`src/rtl/if_id_stage.sv`:
```
// Fetch-to-decode pipeline buffer: registers fetched words and merges an
// instruction with its trailing 16-bit immediate word into one decode packet.
module if_id_stage #(
  parameter int          IMM_FLAG_BIT = 15,
  parameter logic [15:0] NOP_WORD     = 16'h0000
) (
  input  logic        clk,
  input  logic        rst,
  input  logic        stall,
  input  logic        flush,
  input  logic        in_valid,
  input  logic [15:0] in_instr,
  input  logic [31:0] in_pc,
  input  logic [31:0] in_next_pc,
  output logic        out_valid,
  output logic [15:0] out_instr,
  output logic [15:0] out_imm,
  output logic        out_has_imm,
  output logic [31:0] out_pc,
  output logic [31:0] out_next_pc,
  output logic        imm_pending
);

  typedef enum logic {
    S_INSTR = 1'b0,
    S_IMM   = 1'b1
  } stateT;

  stateT       state, stateNext;
  logic [15:0] pendingInstr, pendingInstrNext;
  logic [31:0] pendingPc, pendingPcNext;
  logic        validNext, hasImmNext;
  logic [15:0] instrNext, immNext;
  logic [31:0] pcNext, nextPcNext;

  // Handshake: a word is consumed only in a cycle with in_valid=1, stall=0 and
  // flush=0; while stalled, fetch must keep presenting the same word.
  always_comb begin
    stateNext        = state;
    pendingInstrNext = pendingInstr;
    pendingPcNext    = pendingPc;
    validNext        = out_valid;
    instrNext        = out_instr;
    immNext          = out_imm;
    hasImmNext       = out_has_imm;
    pcNext           = out_pc;
    nextPcNext       = out_next_pc;

    if (flush) begin
      stateNext        = S_INSTR;
      pendingInstrNext = '0;
      pendingPcNext    = '0;
      validNext        = 1'b0;
      instrNext        = NOP_WORD;
      immNext          = '0;
      hasImmNext       = 1'b0;
    end else if (!stall) begin
      // Bubble unless this cycle completes a packet; PCs keep their last value.
      validNext  = 1'b0;
      instrNext  = NOP_WORD;
      immNext    = '0;
      hasImmNext = 1'b0;
      if (in_valid) begin
        case (state)
          S_INSTR: begin
            if (in_instr[IMM_FLAG_BIT]) begin
              pendingInstrNext = in_instr;
              pendingPcNext    = in_pc;
              stateNext        = S_IMM;
            end else begin
              validNext  = 1'b1;
              instrNext  = in_instr;
              pcNext     = in_pc;
              nextPcNext = in_next_pc;
            end
          end
          S_IMM: begin
            // The word here is data, whatever its flag bit says.
            validNext  = 1'b1;
            instrNext  = pendingInstr;
            immNext    = in_instr;
            hasImmNext = 1'b1;
            pcNext     = pendingPc;
            nextPcNext = in_next_pc;
            stateNext  = S_INSTR;
          end
          default: stateNext = S_INSTR;
        endcase
      end
    end
  end

  always_ff @(posedge clk) begin
    if (!rst) begin
      state        <= S_INSTR;
      pendingInstr <= '0;
      pendingPc    <= '0;
      out_valid    <= 1'b0;
      out_instr    <= NOP_WORD;
      out_imm      <= '0;
      out_has_imm  <= 1'b0;
      out_pc       <= '0;
      out_next_pc  <= '0;
    end else begin
      state        <= stateNext;
      pendingInstr <= pendingInstrNext;
      pendingPc    <= pendingPcNext;
      out_valid    <= validNext;
      out_instr    <= instrNext;
      out_imm      <= immNext;
      out_has_imm  <= hasImmNext;
      out_pc       <= pcNext;
      out_next_pc  <= nextPcNext;
    end
  end

  assign imm_pending = (state == S_IMM);

endmodule

```
`config.mk`:
```
export PLATFORM = sky130hd
export DESIGN_NAME = if_id_stage
export DESIGN_NICKNAME = d
export VERILOG_FILES = /design/src/rtl/if_id_stage.sv
export SDC_FILE = /design/constraint.sdc
export NUM_CORES = 1
export LEC_CHECK = 0
export CORE_ASPECT_RATIO = 0.8
export CORE_MARGIN = 2
export CORE_UTILIZATION = 35
export DETAILED_ROUTE_END_ITERATION = 6
export GPL_TIMING_DRIVEN = 1
export HOLD_SLACK_MARGIN = 0.15
export SLEW_MARGIN = 20
export SYNTH_ARGS = -nofsm -noshare
export SYNTH_HDL_FRONTEND = slang
export SYNTH_SLANG_ARGS = --single-unit
export TNS_END_PERCENT = 50
```
`constraint.sdc`:
```
create_clock -name clk -period 1.7 [get_ports clk]
set_clock_uncertainty 0.05 [all_clocks]
set_input_delay 0.255 -clock clk [delete_from_list [all_inputs] [get_ports clk]]
set_output_delay 0.255 -clock clk [all_outputs]
set_load 0.01 [all_outputs]
```
==> summary.txt <==
Ys Warns -> 0
Post-DR vias/cell -> 4.79
Buf/Inv on CP -> 1
First-pass GRT wire length -> 25,700 µm
Power per cell area -> 928 nW/µm²
Number of global-route vias before repair -> 5,020
I/O Buffers -> 183
Crit-path slowest cell -> clkdlybuf4s50_1
Net Count, Synth -> 746
CTS clk-pin slew, worst paths -> 0.06 ns
Status -> completed
Slew Viols, Final -> 0
Clk root buf -> clkbuf_16
Cell variety after synth -> 20
Clock Path Buffers -> 2
Core ar. -> 16,500 µm²
FF+latch count, synth -> 147
Crit-path max FO -> 2
Final instance area -> 8740 µm²
Crit-path cells -> clkdlybuf4s50_1
Fin nets -> 923
Initial DRT Pass Iterations -> 5
Worst Path Required -> 1.39 ns
Final antenna diode count -> 0
Io pins -> 184
Layout area overhead -> 48.1%
Hold buffer count at cts -> 0
Mapped Cells -> 661
EDFF count, synth -> 0
P_leak -> 3.48 nW
Final setup violation count -> 0
Final Wtd Congestion -> 0.746
H-tree depth -> 4
Delay-heaviest family, CP -> buffers and inverters
Site row count -> 42
All-Layer GR Usage -> 18.0%
Post-Syn Area -> 5900 µm²
Post-detailed-route count of antenna-violating nets -> 0
Setup WS pre-CTS -> -0.144 ns
Final wirelength -> 15,900 µm
CTS tree -> done
Critical Path Start Type -> flip-flop
Via count -> 5,134
Register area share after synthesis -> 49.9%
Worst Tran Pin Value -> 0.359 ns
Share of flip-flops with an asynchronous set or reset -> 0%
Routed wire per std cell -> 14.8 µm
Placement Cell Area -> 8120 µm²
Layout cell share with drive strength beyond 1 -> 12.5%
Kind of critical path -> reg2out
Residual DRC count -> 0
Fmax -> 609 MHz
Syn_area_per_cell -> 8.93 µm²
PnR worst setup slack -> 0.0578 ns
Tcrit/Tclk final -> 96.6%
Die Span Y -> 120 µm
Post-DP HPWL -> 11,100 µm
Critical Path AT -> 1.34 ns
Clock sink count -> 147
Die area -> 17,900 µm²
Worst slew margin -> 76.0%
Ys flop type -> dfxtp_1
Initial Utilization -> 35.8%
RSZ-0062 raised after global routing -> no
Initial antenna violation count -> 0
Grt ovf -> 0
Die Span X -> 149 µm
Final Hold Fails -> 0
Cts bufs inserted -> 17
DRT iter0 DRCs -> 297
Peak supply drop -> 0.000513 V
Max Cap Viol -> 0
Clock latency on the worst-skew pair -> 0.42 ns
CP endpoint kind -> output pin
Fill cells -> 1,478
Tmin final -> 1.64 ns
Class of the worst hold path -> in2reg
Pin count of the biggest net entering global routing -> 56
Critical path's largest stage delay -> 0.58 ns
-- cell usage after synthesis (all sizes together) (2+ instances only) --
master | count | share of area [%]
a32oi | 8 | 1.2
nand2b | 2 | 0.21
buf | 25 | 2.8
mux2 | 40 | 7.6
nand2 | 229 | 15
a22oi | 25 | 3.2
a21oi | 55 | 4.7
dfxtp | 147 | 50
nor2 | 30 | 1.9
mux2i | 64 | 11
clkbuf | 29 | 1.8
-- sequential cells by signal, summed over array words and instances (netlist names) --
signal / count
out_has_imm: 1
out_next_pc: 32
imm_pending: 1
out_pc: 32
out_imm: 16
pendingPc: 32
pendingInstr: 16
out_valid: 1
out_instr: 16
-- cells by family after synthesis --
logic type,Yosys count,share of synthesized area (%)
and+or+nand+nor,267,17.9
DFF,147,49.9
muxes,104,18.5
AOI/OAI and AO/OA,89,9.16
buffers and inverters,54,4.62
-- worst min-delay path, cell delays in order --
cell     delay, ns
buf_4         0.22
nand2_1       0.10
mux2i_1       0.05
-- placed cells by master, fill, tap and decap left out, types with 2 or more instances in the layout --
master	count
mux2_2	40
nor2_1	30
a21oi_1	55
buf_4	17
clkbuf_8	6
buf_12	13
clkinv_2	3
clkdlybuf4s50_1	181
a32oi_1	8
dfxtp_1	146
mux2i_1	64
bufinv_16	2
clkinvlp_4	3
clkbuf_16	17
nand2_1	229
a22oi_1	25
-- routing by layer --
metal / vias to the layer above / global-route usage [%] / part of all wire [%]
li1: 2557 / - / -
met1: 2420 / 23.5 / 46
met2: 137 / 29.2 / 48
met3: 20 / 3.95 / 4.5
met4: 0 / 6.67 / 1.6
met5: - / 0 / 0
-- power breakdown --
part	internal (mW)	total, mW	switching (mW)	leakage, nW
combinational	0.435	0.785	0.350	1.99
clock	2.39	3.79	1.41	0.294
sequential	3.50	3.53	0.0300	1.19
total	6.33	8.11	1.79	3.48
-- cell type report --
class | count | area, µm² | share of cell area, %
clock buffers | 24 | 512 | 5.86
clock inverters | 8 | 97.6 | 1.12
repair buffers | 212 | 2210 | 25.3
multi-input cells | 460 | 2700 | 30.9
flip-flops and latches | 147 | 2950 | 33.7
well taps | 220 | 275 | 3.15
-- per-stage QoR --
step           setup TNS, ns  hold WS, ns  total power, mW  util, %  cells
2_1_floorplan              0        0.341             3.96        -    661
3_3_place_gp           -3.93        0.388             4.38     49.2   1038
3_5_place_dp           -7.36        0.394             4.40     49.2   1038
4_1_cts                    0        0.196             8.22     53.0   1071
5_1_grt                    0        0.219             8.44     53.0   1071
6_report                   0        0.214             8.11     53.0   1071
-- final timing paths --
kind	start	endpoint	slack [ns]	depth (start not counted)
max	out_imm[7]	out_imm[7]	0.06	1
min reg2reg	pendingPc[1]	pendingPc[1]	0.40	2
min	rst	out_next_pc[8]	0.21	3
max reg2reg	imm_pending	out_instr[4]	0.16	5
-- what timing repair did --
action                     in CTS  in global routing
buffers inserted                1                  0
setup endpoints to repair       1                  0
resized for setup               2                  0
Power figures use the tool's default switching activity.
